**src/rtl/pipeline_mem_pkg.sv**
```systemverilog
// Shared types and constants for the unified instruction/data memory port arbiter.
package pipeline_mem_pkg;

    typedef enum logic [1:0] {
        IDLE,
        ISSUE,
        WAIT
    } arb_state_t;

    typedef enum logic {
        OWN_IF,
        OWN_DM
    } arb_owner_t;

    localparam logic [31:0] WORD_MASK = 32'hFFFF_FFFC;

endpackage

```
**src/rtl/arb_starve_cnt.sv**
```systemverilog
// Saturating count of data-port grants won while fetch was waiting.
module arb_starve_cnt #(
    parameter int unsigned MAX = 4
) (
    input  logic clk_i,
    input  logic rst_i,
    input  logic inc_i,
    input  logic clr_i,
    output logic sat_o
);

    localparam int unsigned W = $clog2(MAX + 1);

    logic [W-1:0] r_cnt;

    always_ff @(posedge clk_i) begin
        if (rst_i || clr_i) begin
            r_cnt <= '0;
        end else if (inc_i && !sat_o) begin
            r_cnt <= r_cnt + 1'b1;
        end
    end

    assign sat_o = (r_cnt == W'(MAX));

endmodule

```
**src/rtl/mem_port_arbiter.sv**
```systemverilog
// Shares one fixed-latency single-port memory between the fetch and data ports,
// one transaction at a time, with data-port priority and a fetch starvation guard.
module mem_port_arbiter
    import pipeline_mem_pkg::*;
#(
    parameter int unsigned MEM_LAT       = 2,
    parameter int unsigned IF_STARVE_MAX = 4
) (
    input  logic        clk_i,
    input  logic        rst_i,
    input  logic        if_req_i,
    input  logic [31:0] if_addr_i,
    output logic        if_gnt_o,
    output logic        if_rvalid_o,
    output logic [31:0] if_rdata_o,
    input  logic        dm_req_i,
    input  logic        dm_we_i,
    input  logic [31:0] dm_addr_i,
    input  logic [31:0] dm_wdata_i,
    output logic        dm_gnt_o,
    output logic        dm_rvalid_o,
    output logic [31:0] dm_rdata_o,
    output logic        stall_if_o,
    output logic        stall_mem_o,
    output logic        mem_en_o,
    output logic        mem_we_o,
    output logic [31:0] mem_addr_o,
    output logic [31:0] mem_wdata_o,
    input  logic [31:0] mem_rdata_i
);

    localparam int unsigned CNT_W = $clog2(MEM_LAT + 1);

    arb_state_t       r_state;
    arb_state_t       w_state_nxt;
    arb_owner_t       r_owner;
    logic [CNT_W-1:0] r_cnt;
    logic             r_we;
    logic [31:0]      r_addr;
    logic [31:0]      r_wdata;
    logic [31:0]      r_if_hold;
    logic [31:0]      r_dm_hold;

    logic w_starve_sat;
    logic w_if_win;
    logic w_dm_win;
    logic w_resp;
    logic w_if_resp;
    logic w_dm_resp;

    // Fetch only beats a competing data request once the guard has saturated.
    assign w_if_win  = (r_state == IDLE) && if_req_i && (!dm_req_i || w_starve_sat);
    assign w_dm_win  = (r_state == IDLE) && dm_req_i && !w_if_win;
    assign w_resp    = (r_state == WAIT) && (r_cnt == CNT_W'(MEM_LAT));
    assign w_if_resp = w_resp && (r_owner == OWN_IF);
    assign w_dm_resp = w_resp && (r_owner == OWN_DM);

    arb_starve_cnt #(
        .MAX(IF_STARVE_MAX)
    ) u_starve_cnt (
        .clk_i(clk_i),
        .rst_i(rst_i),
        .inc_i(w_dm_win && if_req_i),
        .clr_i(w_if_win),
        .sat_o(w_starve_sat)
    );

    always_ff @(posedge clk_i) begin
        if (rst_i) begin
            r_state <= IDLE;
        end else begin
            r_state <= w_state_nxt;
        end
    end

    always_comb begin
        w_state_nxt = r_state;
        unique case (r_state)
            IDLE:    if (if_req_i || dm_req_i) w_state_nxt = ISSUE;
            ISSUE:   w_state_nxt = WAIT;
            WAIT:    if (w_resp) w_state_nxt = IDLE;
            default: w_state_nxt = IDLE;
        endcase
    end

    always_ff @(posedge clk_i) begin
        if (rst_i) begin
            r_owner   <= OWN_IF;
            r_cnt     <= '0;
            r_we      <= 1'b0;
            r_addr    <= '0;
            r_wdata   <= '0;
            r_if_hold <= '0;
            r_dm_hold <= '0;
        end else begin
            if (w_if_win) begin
                r_owner <= OWN_IF;
                r_we    <= 1'b0;
                r_addr  <= if_addr_i & WORD_MASK;
                r_wdata <= '0;
            end else if (w_dm_win) begin
                r_owner <= OWN_DM;
                r_we    <= dm_we_i;
                r_addr  <= dm_addr_i & WORD_MASK;
                r_wdata <= dm_wdata_i;
            end
            if (r_state == ISSUE) begin
                r_cnt <= CNT_W'(1);
            end else if (r_state == WAIT) begin
                r_cnt <= w_resp ? '0 : r_cnt + 1'b1;
            end
            if (w_if_resp) r_if_hold <= mem_rdata_i;
            // Store completions carry no data, so the load hold value survives them.
            if (w_dm_resp && !r_we) r_dm_hold <= mem_rdata_i;
        end
    end

    always_comb begin
        if_gnt_o    = w_if_win;
        dm_gnt_o    = w_dm_win;
        if_rvalid_o = w_if_resp;
        dm_rvalid_o = w_dm_resp;
        if_rdata_o  = w_if_resp ? mem_rdata_i : r_if_hold;
        dm_rdata_o  = w_dm_resp ? mem_rdata_i : r_dm_hold;
        stall_if_o  = if_req_i && !w_if_resp;
        stall_mem_o = dm_req_i && !w_dm_resp;
        mem_en_o    = (r_state == ISSUE);
        mem_we_o    = (r_state == ISSUE) && r_we;
        mem_addr_o  = r_addr;
        mem_wdata_o = r_wdata;
    end

endmodule

```
**config.mk**
```make
export PLATFORM = sky130hd
export DESIGN_NAME = mem_port_arbiter
export DESIGN_NICKNAME = d
export VERILOG_FILES = /design/src/rtl/pipeline_mem_pkg.sv /design/src/rtl/arb_starve_cnt.sv /design/src/rtl/mem_port_arbiter.sv
export SDC_FILE = /design/constraint.sdc
export NUM_CORES = 1
export LEC_CHECK = 0
export BUFFER_PORTS_ARGS = -buffer_cell sky130_fd_sc_hd__buf_2
export CAP_MARGIN = 10
export CORE_UTILIZATION = 50
export CTS_CLUSTER_DIAMETER = 200
export DETAILED_ROUTE_END_ITERATION = 12
export GPL_TIMING_DRIVEN = 0
export PLACE_DENSITY = 0.91
export SLEW_MARGIN = 20
export SYNTH_ARGS = -nofsm -noshare
export SYNTH_HDL_FRONTEND = slang
export SYNTH_SLANG_ARGS = --single-unit
export TNS_END_PERCENT = 5
```
**constraint.sdc**
```tcl
create_clock -name clk_i -period 5.53 [get_ports clk_i]
set_clock_uncertainty 0.2 [all_clocks]
set_input_delay 0.553 -clock clk_i [delete_from_list [all_inputs] [get_ports clk_i]]
set_output_delay 0.553 -clock clk_i [all_outputs]
set_load 0.01 [all_outputs]
```
# [After elaboration in Yosys (flattened, before gate mapping)]
# Index checks and enable logic that the tools add are counted.
[word_totals] ff_bits=135 wordCells=57
[classes] addsub=2 n_eq_ne=6 muxes=10 bitwise=1 reduce_logical=28
[op_table] op="$mux 32" count=4
[op_table] op="$logic_and 1x1->1" count=13
[op_table] op="$logic_not 1->1" count=6
[op_table] op="$mux 2" count=3
[op_table] op="$pmux 2 s3" count=1
[op_table] op="$eq 2x2->1 const B" count=2
[op_table] op="$reduce_bool 2->1" count=2
[op_table] op="$reduce_or 2->1" count=2
[op_table] op="$add 3x1->3 const B" count=1
[op_table] op="$eq 3x3->1 const B" count=1
[op_table] op="$logic_or 1x1->1" count=3
[op_table] op="$add 2x1->2 const B" count=1
[op_table] op="$eq 2x1->1 const B" count=1
[op_table] op="$logic_not 2->1" count=1
[op_table] op="$mux 1" count=2
[op_table] op="$ne 2x1->1 const B" count=1
[op_table] op="$ne 2x2->1 const B" count=1
[op_table] op="$reduce_and 2->1" count=1
[op_table] op="$not 1->1" count=1

# [Depth between registers and ports, before layout]
# Gate-level depths: netlist (run 1).
[logic_depth] depth_word=7 depth_mapped=8 mapped_depth_nobuf=7

# [Cells and area by module]
# Synthesis (run 1) repeated with hierarchy kept, for this count alone.
[hier_totals] cells_unflattened=667 hier_area_um2=6303.5
[modules_own_cells] module="mem_port_arbiter" instances=1 cells_each=649 area_per_inst_um2=6115.9
[modules_own_cells] module="arb_starve_cnt" instances=1 cells_each=18 area_per_inst_um2=187.7

# [Least setup slack after synthesis (run 1)]
# OpenSTA, ideal clock, no wires.
[synth_timing] path_kind="flip-flop to output port" from="register r_state[0]" to="output port if_rdata_o[23]" arrival_time_ns=1.554 t_required_ns=4.777 setup_slack_ns=3.223 path_stages_with_launch=6 cell_sequence="dfxtp_1 -> inv_1 -> ha_1 -> nor3b_4 -> buf_6 -> mux2_4"
[synth_via] elab_chain_cells=4
[synth_rtl] item="start, declared" line="mem_port_arbiter.sv:34" rtl="arb_state_t r_state;"
[synth_rtl] item="start signal, assigned" line="mem_port_arbiter.sv:72" rtl="r_state <= w_state_nxt;"
[synth_rtl] item="$eq 2x2->1" line="mem_port_arbiter.sv:54" rtl="assign w_resp = (r_state == WAIT) && (r_cnt == CNT_W'(MEM_LAT));"
[synth_rtl] item="$logic_and 1x1->1" line="mem_port_arbiter.sv:54"
[synth_rtl] item="$logic_and 1x1->1" line="mem_port_arbiter.sv:55" rtl="assign w_if_resp = w_resp && (r_owner == OWN_IF);"
[synth_rtl] item="via if_rvalid_o" line="mem_port_arbiter.sv:14" rtl="output logic if_rvalid_o,"
[synth_rtl] item="$mux 32"
[synth_rtl] item="end, declared" line="mem_port_arbiter.sv:15" rtl="output logic [31:0] if_rdata_o,"
# The timed path passes the listed nets, and every way through them passes these cells.

# [Worst setup path in the final report (run 1)]
[layout_timing] from="register r_state[0]" to="output port dm_rdata_o[17]"
[layout_via] elab_chain_cells=4
[layout_rtl] item="$eq 2x2->1" line="mem_port_arbiter.sv:54"
[layout_rtl] item="$logic_and 1x1->1" line="mem_port_arbiter.sv:54"
[layout_rtl] item="$logic_and 1x1->1" line="mem_port_arbiter.sv:56" rtl="assign w_dm_resp = w_resp && (r_owner == OWN_DM);"
[layout_rtl] item="$mux 32" line="mem_port_arbiter.sv:124" rtl="dm_rdata_o = w_dm_resp ? mem_rdata_i : r_dm_hold;"
[layout_rtl] item="end, declared" line="mem_port_arbiter.sv:22" rtl="output logic [31:0] dm_rdata_o,"
# Every way passes these cells.

==> summary.md, run 1 <==
| Metric | Value |
|---|---|
| Ys flop type | `dfxtp_1` |
| DP Wirelength | `approximately 12,000 µm` |
| Remaining antenna violation count | `0` |
| Worst Setup Start Kind | `flop` |
| Worst vdd ir | `between 300 and 400 µV` |
| Sequential share of the synthesized area | `between 40 and 50%` |
| Asr flop ratio synth | `0%` |
| RSZ-0062 raised after global routing | `no` |
| Total GRT Usage | `27.4%` |
| Core area | `roughly 0.011 mm²` |
| # rows | `38` |
| Filler cell count | `856` |
| Slew Viols, Final | `0` |
| Hold slack | `around 0.18 ns` |
| Hold Crit Class | `input pin to flop` |
| Hold Fails Final Rpt | `0` |
| PortBufs | `between 200 and 300` |
| Routed WL | `approximately 17,000 µm` |
| Max Freq | `between 0.3 and 0.4 GHz` |
| Ranking of synthesized cells by area | `dfxtp_1 (47%), nand2_1 (19%), mux2_4 (7.3%)` |
| CP Capture Type | `primary output` |
| Yosys warnings | `0` |
| Relative slew slack | `61.1%` |
| Most common cell in the netlist | `nand2_1` |
| Iteration count of the initial detailed-routing pass | `5` |
| Yosys reg bits | `roughly 140` |
| Status | `completed` |
| Final period util | `approximately three fifths` |
| Initial DRC count | `around 380` |
| Mapped cell area | `0.00579 mm²` |
| Crit path required time | `around 4.8 ns` |
| Multi-input gate area | `0.00282 mm²` |
| Post-synth top cells | `nand2_1 (289), dfxtp_1 (135), a21oi_1 (68)` |
| Clk sinks | `between 100 and 150` |
| Vias | `between 5,000 and 6,000` |
| Final std cells w/o fill | `~1,200` |
| Syn avg cell area | `~8.1 µm²` |
| Final instance area | `0.00787 mm²` |
| P per Cell Area | `348 mW/mm²` |
| Layout cells sized above 1 | `between 30% and 40%` |
| Pre-CTS setup slack | `between 2 and 3 ns` |
| Final nets | `around 1,100` |
| Setup TNS Final | `0 ns` |
| Total grt overflow | `0` |
| Vias in the first global route | `between 5,000 and 6,000` |
| Drt wl/cell | `approximately 14 µm` |
| Reg area | `~0.0027 mm²` |
| Final Critical Period | `about 3.2 ns` |
| Worst Tran Pin Value | `roughly 0.58 ns` |
| CTS tree | `built` |
| CP max FO | `10` |
| CP arrival | `2.49 ns` |
| Clock tree root driver cell | `clkbuf_16` |
| PnR worst setup slack | `approximately 2.3 ns` |
| DRC | `0` |
| Initial Utilization | `between 50 and 60%` |
| Die area | `between 0.01 and 0.015 mm²` |
| Pin count of the biggest net entering global routing | `17` |
| Die Y | `roughly 110 µm` |
| P&R area growth vs syn | `36.0%` |
| Synth area leader | `dfxtp_1` |
| First-pass GRT wire length | `25,500 µm` |
| Placer Congestion | `around 0.77` |
| Final setup viols | `0` |
| Post-cts sizing count | `0` |
| Vias per inst | `a little over 5` |
| Bufs on Longest Clock Path | `2` |
| I/O pin total | `roughly 270` |
| Die width | `between 100 and 150 µm` |
| WS Path Type | `flop to primary output` |
| Leakage power | `3.97 nW` |
| H-Tree Depth | `4` |
| Antenna violations before repair | `0` |
| EDFF count, synth | `0` |
| Cells after Synth | `between 700 and 800` |
| Later-pin clock latency in the skew report | `about 0.40 ns` |
| Dpl cells | `approximately 1,100` |
| Proportion of netlist area held by the largest area contributor | `between 40% and 50%` |
| Inserted Diodes | `0` |
| DP Area | `between 0.007 and 0.008 mm²` |
| Max cap viols | `0` |
| Reg clk slew, reported paths | `0.06 ns` |
| Cts hold-fix bufs | `0` |
| Setup bufs post-CTS | `0` |
| Post-synth cell types | `34` |
| Cts bufs inserted | `17` |
## layer usage
| metal | share of wire [%] | track usage, % | vias to the layer above |
|---|---|---|---|
| met3 | 7.8 | 7.88 | 48 |
| li1 | - | - | 2893 |
| met1 | 38 | 29.8 | 2721 |
| met5 | 0 | 0 | - |
| met2 | 51 | 49.1 | 272 |
| met4 | 3.3 | 12.4 | 0 |
## stage by stage
| step | utilization, % | total power [mW] |
|---|---|---|
| floorplan | - | 1.42 |
| global placement | 65.7 | 1.62 |
| detailed placement | 65.7 | 1.64 |
| CTS | 71.1 | 2.76 |
| global route | 71.1 | 2.87 |
| finish | 71.1 | 2.74 |
## cell usage in the layout (no fill, tap or decap), types with 6 or more instances in the layout
cell type    n
clkbuf_16   17
and2b_1     29
inv_1        6
buf_2      275
clkbuf_1    33
nor2b_1      6
a21oi_1     68
dfxtp_1    135
nand2_1    289
mux2_4      28
ha_1         6
a311oi_1    30
nor2_1      40
## flip-flops by register name (all words and copies together) (netlist names), 2 cells and up
name                count
mem_addr_o             30
r_if_hold              32
mem_wdata_o            32
r_cnt                   2
r_state                 2
u_starve_cnt.r_cnt      3
r_dm_hold              32
## power breakdown
part           internal, mW  switching [mW]  total (mW)  leakage [nW]
combinational         0.203           0.310       0.513          2.59
sequential             1.06          0.0488        1.11          1.10
clock                 0.673           0.448        1.12         0.285
total                  1.94           0.806        2.74          3.97
## layout make-up
cell class	instances	share of cell area (%)
Buffer	53	3.13
Timing Repair Buffer	262	16.7
Tap cell	140	2.23
Sequential cell	135	34.3
Multi-Input combinational cell	524	35.8
Inverter	6	0.286
Clock buffer	17	5.40
Clock inverter	15	2.13
## worst paths after layout
check,from,end,slack (ns),cells past startpoint
worst min register to register,mem_wdata_o[3],mem_wdata_o[3],0.25,2
worst max-delay path,r_state[0],dm_rdata_o[17],2.29,8
worst min-delay path,dm_wdata_i[13],mem_wdata_o[13],0.18,3
worst max register to register,r_state[0],r_if_hold[5],3.30,6
## worst max-delay path: stages, from the launching register on
cell and delay, ns:
dfxtp_1 0.32, inv_1 0.11, ha_1 0.28, nand4b_2 0.28
inv_1 0.24, clkbuf_1 0.45, nand2_1 0.14, nand2_1 0.10
buf_2 0.14
## kinds of logic (layout without fill, tap and decap cells)
| family | after synthesis | after routing | synth area share, % |
|---|---|---|---|
| buffers and inverters | 59 | 353 | 4.65 |
| xor gates and xnor gates | 1 | 1 | 0.151 |
| AOI/OAI and AO/OA | 102 | 102 | 10.9 |
| muxes | 35 | 35 | 8.56 |
| other | 1 | 2 | 0.0648 |
| and+or+nand+nor | 378 | 378 | 27.7 |
| adders and majority gates | 6 | 6 | 1.30 |
| DFF | 135 | 135 | 46.7 |
(Power assumes the default switching activity.)
==> inputs of run 2 (changes only) <==
--- a/config.mk
+++ b/config.mk
@@ -7,11 +7,11 @@
 export LEC_CHECK = 0
 export BUFFER_PORTS_ARGS = -buffer_cell sky130_fd_sc_hd__buf_2
 export CAP_MARGIN = 10
-export CORE_UTILIZATION = 50
+export CORE_UTILIZATION = 47
 export CTS_CLUSTER_DIAMETER = 200
 export DETAILED_ROUTE_END_ITERATION = 12
 export GPL_TIMING_DRIVEN = 0
-export PLACE_DENSITY = 0.91
+export PLACE_DENSITY = 0.86
 export SLEW_MARGIN = 20
 export SYNTH_ARGS = -nofsm -noshare
 export SYNTH_HDL_FRONTEND = slang
==> constraint.sdc (replaced) <==
create_clock -name clk_i -period 3.2 [get_ports clk_i]
set_clock_uncertainty 0.2 [all_clocks]
set_input_delay 0.32 -clock clk_i [delete_from_list [all_inputs] [get_ports clk_i]]
set_output_delay 0.32 -clock clk_i [all_outputs]
set_load 0.01 [all_outputs]
==> summary.md, run 2 (synthesis gave the netlist of run 1 again) <==
| Metric | Value |
|---|---|
| Final std cells w/o fill | `1,284 (+11%)` |
| Dpl cells | `1,127 (+0.63%)` |
| Hold Fails Final Rpt | `0 (unchanged)` |
| Most frequent cells in the layout | `nand2_1 (289), buf_2 (275), dfxtp_1 (135)` |
| Pre-CTS setup slack | `0.714 ns (-2.11 ns)` |
| Initial Utilization | `48.2% (-4.1 points)` |
| # rows | `40 (+5.3%)` |
| Setup bufs post-CTS | `0 (unchanged)` |
| Flop-to-flop setup slack | `0.29 ns (-3.01 ns)` |
| Core area | `0.0120 mm² (+8.4%)` |
| Worst setup path end | `dm_rdata_o[4]` |
| H-Tree Depth | `4 (unchanged)` |
| Reg clk slew, reported paths | `0.06 ns (about the same)` |
| Antenna violations before repair | `0 (unchanged)` |
| I/O pin total | `269 (unchanged)` |
| Final nets | `1,263 (+11%)` |
| Crit path required time | `2.68 ns (-2.10 ns)` |
| Leakage power | `4.55 nW (+15%)` |
| Worst Setup Start Kind | `flop` |
| Commonest non-fill, non-tap cell in the layout | `nand2_1` |
| Hold slack | `0.0685 ns (-0.108 ns)` |
| First-pass GRT wire length | `32,300 µm (+26%)` |
| Inserted Diodes | `0 (unchanged)` |
| Die width | `113 µm (+3.1%)` |
| Max Freq | `~0.34 GHz` |
| Final setup viols | `0 (unchanged)` |
| Layout cells sized above 1 | `30.5% (-4.0 points)` |
| P&R area growth vs syn | `57.9%` |
| Final Critical Period | `between 2 and 3 ns` |
| Status | `completed` |
| Worst Tran Pin Value | `0.594 ns (+0.0108 ns)` |
| Vias | `6,708 (+13%)` |
| Die Y | `113 µm (+3.1%)` |
| RSZ-0062 raised after global routing | `no` |
| Pin count of the biggest net entering global routing | `17 (unchanged)` |
| Later-pin clock latency in the skew report | `0.42 ns (+0.02 ns)` |
| DP Wirelength | `11,800 µm (-2.6%)` |
| Total GRT Usage | `32.5% (+5.2 points)` |
| Slew Viols, Final | `0 (unchanged)` |
| Post-route total power | `5.07 mW (+85%)` |
| Reg2Reg Depth | `9 (+3)` |
| Remaining antenna violation count | `0 (unchanged)` |
| Hold Crit Class | `input pin to flop` |
| CP arrival | `2.39 ns (-0.10 ns)` |
| Relative slew slack | `60.4% (-0.72 points)` |
| Die area | `0.0128 mm² (+6.3%)` |
| PortBufs | `262 (unchanged)` |
| Initial DRC count | `528 (+40%)` |
| CTS tree | `built` |
| Iteration count of the initial detailed-routing pass | `5 (unchanged)` |
| Setup TNS Final | `0 ns (unchanged)` |
| PnR worst setup slack | `0.295 ns (-2.00 ns)` |
| Clock tree root driver cell | `clkbuf_16` |
| Drt wl/cell | `16.2 µm (+12%)` |
| Placer Congestion | `0.792 (+2.3%)` |
| Clk sinks | `135 (unchanged)` |
| CP max FO | `10 (unchanged)` |
| Total grt overflow | `0 (unchanged)` |
| Critical R2R Capture | `mem_addr_o[24]` |
| CP startpoint | `r_state[0]` |
| CP Capture Type | `primary output` |
| DRC | `0 (unchanged)` |
| Critical R2R Launch | `r_state[0]` |
| Vias in the first global route | `6,698 (+22%)` |
| Cts bufs inserted | `17 (unchanged)` |
| Worst vdd ir | `376 µV (-0.58%)` |
| Bufs on Longest Clock Path | `2 (unchanged)` |
| Vias per inst | `5.22 (+1.4%)` |
| Routed WL | `20,800 µm (+25%)` |
| Max cap viols | `0 (unchanged)` |
| Final period util | `90.8%` |
| WS Path Type | `flop to primary output` |
| P per Cell Area | `555 mW/mm² (+59%)` |
run 2: cell count changes in the layout (fill, tap and decap cells not counted):
cell | previous run | this run
dlygate4sd3_1 | 0 | 125
clkinv_4 | 5 | 3
clkinvlp_4 | 2 | 1
inv_6 | 5 | 1
buf_1 | 1 | 0
clkbuf_8 | 0 | 1
clkbuf_1 | 33 | 36
clkbuf_2 | 1 | 2
clkinv_2 | 1 | 3
bufinv_16 | 2 | 3
run 2: power by group:
part	switching, mW	total (mW)	internal (mW)	leakage (nW)
registers	0.0925	1.92	1.83	1.10
clock network	0.741	1.99	1.25	0.291
logic	0.631	1.16	0.527	3.16
run 2: through the flow:
stage	area, µm²	util [%]
global route	9140	76.1
finish	9140	76.1
floorplan	5790	-
detailed placement	7290	60.7
global placement	7290	60.7
CTS	9140	76.1
run 2: worst min-delay path by stage:
stage,from,to,slack [ns],depth (start not counted)
global placement,mem_wdata_o[18],mem_wdata_o[18],0.24,2
detailed placement,mem_wdata_o[13],mem_wdata_o[13],0.24,2
CTS,dm_req_i,u_starve_cnt.r_cnt[2],0.05,3
finish,dm_req_i,u_starve_cnt.r_cnt[2],0.07,3
floorplan,r_dm_hold[0],r_dm_hold[0],0.24,2
global route,dm_req_i,u_starve_cnt.r_cnt[2],0.09,3
run 2: layer usage:
metal / wire length (µm) / track usage (%) / share of wire [%]
met5: 0 / 0 / 0
met3: 1570 / 8.36 / 7.5
met4: 974 / 20.1 / 4.7
met2: 10600 / 58.9 / 51
met1: 7660 / 33.7 / 37
run 2: final cells by class:
cell class	count	area, µm²
well taps	147	184
flip-flops and latches	135	2700
fillers	744	2870
multi-input cells	524	2820
clock buffers	21	450
plain buffers	53	248
clock inverters	11	148
repair buffers	387	2560
inverters	6	22.5
run 2: worst max-delay path: stages (launching register included):
cell      delay (ns)
dfxtp_1         0.32
inv_1           0.10
ha_1            0.28
nand4b_2        0.29
inv_1           0.26
clkbuf_1        0.39
nand2_1         0.10
nand2_1         0.08
buf_2           0.14
run 2: timing repair:
item	in CTS	in global routing
hold endpoints to repair	95	0
hold buffers	125	0
resized for setup	0	1
endpoints found under the setup margin	0	2
==> inputs of run 3 (changes only) <==
--- a/config.mk
+++ b/config.mk
@@ -7,11 +7,12 @@
 export LEC_CHECK = 0
 export BUFFER_PORTS_ARGS = -buffer_cell sky130_fd_sc_hd__buf_2
 export CAP_MARGIN = 10
-export CORE_UTILIZATION = 47
+export CELL_PAD_IN_SITES_DETAIL_PLACEMENT = 1
+export CELL_PAD_IN_SITES_GLOBAL_PLACEMENT = 2
+export CORE_UTILIZATION = 25
 export CTS_CLUSTER_DIAMETER = 200
 export DETAILED_ROUTE_END_ITERATION = 12
-export GPL_TIMING_DRIVEN = 0
-export PLACE_DENSITY = 0.86
+export PLACE_DENSITY = 0.85
 export SLEW_MARGIN = 20
 export SYNTH_ARGS = -nofsm -noshare
 export SYNTH_HDL_FRONTEND = slang
==> summary.md, run 3 (synthesis gave the netlist of run 1 again) <==
| Metric | Value |
|---|---|
| Status | `completed` |
| PortBufs | `262 (unchanged)` |
| PnR worst setup slack | `0.338 ns (+0.0431 ns)` |
| CTS tree | `built` |
| Hold slack | `0.0526 ns (-0.0159 ns)` |
| Core area | `0.0226 mm² (+88%)` |
| Final instance area | `0.00926 mm² (+1.3%)` |
| Commonest non-fill, non-tap cell in the layout | `nand2_1` |
| Initial DRC count | `222 (-58%)` |
| Most frequent cells in the layout | `nand2_1 (289), buf_2 (261), dfxtp_1 (135)` |
| Total grt overflow | `0 (unchanged)` |
| Fin util | `40.9% (-35 points)` |
| CP arrival | `3.02 ns (+0.63 ns)` |
| Leakage power | `4.51 nW (-0.86%)` |
| DP Area | `0.00736 mm² (+1.0%)` |
| Dpl cells | `1,225 (+8.7%)` |
| Die width | `154 µm (+36%)` |
| Delay of the slowest critical-path stage | `0.60 ns (+0.21 ns)` |
| Pre-CTS setup slack | `0.697 ns (-0.0168 ns)` |
| Clk sinks | `135 (unchanged)` |
| Hold Crit Class | `input pin to flop` |
| Total GRT Usage | `17.7% (-15 points)` |
| Crit path required time | `3.36 ns (+0.68 ns)` |
| CP Capture Type | `flop` |
| Worst Tran Pin Value | `0.683 ns (+0.0888 ns)` |
| Placer Congestion | `0.700 (-12%)` |
| P per Cell Area | `561 mW/mm² (+1.0%)` |
| Layout cells sized above 1 | `31.5% (+1.0 points)` |
| DRC | `0 (unchanged)` |
| Reg clk slew, reported paths | `0.06 ns (about the same)` |
| Clock tree root driver cell | `clkbuf_16` |
| CP max stage cell | `dlygate4sd3_1` |
| Worst Setup Start Kind | `flop` |
| Relative slew slack | `54.4% (-5.9 points)` |
| Final std cells w/o fill | `1,382 (+7.6%)` |
| CP cell instances | `inv_1, ha_1, and2_1, nand2b_1, clkinvlp_4, buf_4, nand2_1, a311oi_1, dlygate4sd3_1` |
| Iteration count of the initial detailed-routing pass | `4 (-1)` |
| Initial Utilization | `25.6% (-23 points)` |
| DP Wirelength | `12,700 µm (+7.7%)` |
| H-Tree Depth | `4 (unchanged)` |
| Max Freq | `0.349 GHz (+1.5%)` |
| Vias | `6,209 (-7.4%)` |
| Vias in the first global route | `6,561 (-2.0%)` |
| P&R area growth vs syn | `59.9%` |
| WS Path Type | `flop to flop` |
| Remaining antenna violation count | `0 (unchanged)` |
| RSZ-0062 raised after global routing | `no` |
| Inserted Diodes | `0 (unchanged)` |
| Later-pin clock latency in the skew report | `0.42 ns (about the same)` |
| Slew Viols, Final | `0 (unchanged)` |
| Post-route total power | `5.19 mW (+2.3%)` |
| Pin count of the biggest net entering global routing | `61 (+44)` |
| I/O pin total | `269 (unchanged)` |
| Cts bufs inserted | `17 (unchanged)` |
| Routed WL | `20,800 µm (about the same)` |
| Hold Crit Start | `if_req_i` |
| # rows | `55 (+38%)` |
| Critical R2R Launch | `r_state[0]` |
| Die Y | `154 µm (+36%)` |
| Worst vdd ir | `306 µV (-18%)` |
| Antenna violations before repair | `0 (unchanged)` |
| CP max FO | `17 (+7)` |
| Final setup viols | `0 (unchanged)` |
| Final nets | `1,223 (-3.2%)` |
| First-pass GRT wire length | `33,100 µm (+2.4%)` |
| Final Critical Period | `2.86 ns (-0.0431 ns)` |
| Drt wl/cell | `15.1 µm (-7.1%)` |
| Bufs on Longest Clock Path | `2 (unchanged)` |
| Final period util | `89.4% (-1.3 points)` |
| Setup TNS Final | `0 ns (unchanged)` |
| Hold Fails Final Rpt | `0 (unchanged)` |
| Max cap viols | `0 (unchanged)` |
| Vias per inst | `4.49 (-14%)` |
| CP startpoint | `r_state[0]` |
| Die area | `0.0238 mm² (+86%)` |
## run 3: cell count changes in the layout (fill, tap and decap cells not counted), moves of 2 or more
cell        delta
inv_8          +2
clkbuf_2       -2
clkinv_2       -2
buf_6          -3
buf_4          +9
inv_6          +3
buf_12         +3
buf_2         -14
clkbuf_1      -36
clkinvlp_4     +2
## run 3: cell type report
type,instances,area (µm²)
tap,285,357
multi-input combinational,524,2830
clock buffer,17,425
clock inverter,15,215
inverter,6,26.3
timing repair buffer,400,2700
sequential,135,2700
fill,2707,13400
## run 3: routing by layer
| layer | routed length, µm | global-route usage [%] |
|---|---|---|
| met5 | 0 | 0 |
| met4 | 323 | 5.52 |
| met3 | 1240 | 5.50 |
| met2 | 10800 | 33.7 |
| met1 | 8460 | 18.2 |
## run 3: critical path: cells and delay by family (launching register included)
kind	cells	cell delay, ns
DFF	1	0.32
and+or+nand+nor	3	0.46
AOI/OAI and AO/OA	1	0.31
adders and majority gates	1	0.26
buffers and inverters	4	1.24
## run 3: what timing repair did
item / 4_1_cts / 5_1_grt
endpoints found under the hold margin: 95 / 0
hold buffers: 125 / 0
setup buffers: 0 / 0
endpoints found under the setup margin: 0 / 14
resized for setup: 0 / 1
## run 3: worst paths after layout
| kind | endpoint | slack, ns | cells after the start |
|---|---|---|---|
| max reg2reg | mem_addr_o[6] | 0.34 | 9 |
| min reg2reg | mem_wdata_o[21] | 0.25 | 2 |
| max | mem_addr_o[6] | 0.34 | 9 |
| min | u_starve_cnt.r_cnt[1] | 0.05 | 4 |
## run 3: where the power goes
part | internal, mW | switching (mW)
clock | 1.33 | 0.832
sequential | 1.83 | 0.0810
combinational | 0.527 | 0.593
total | 3.68 | 1.51
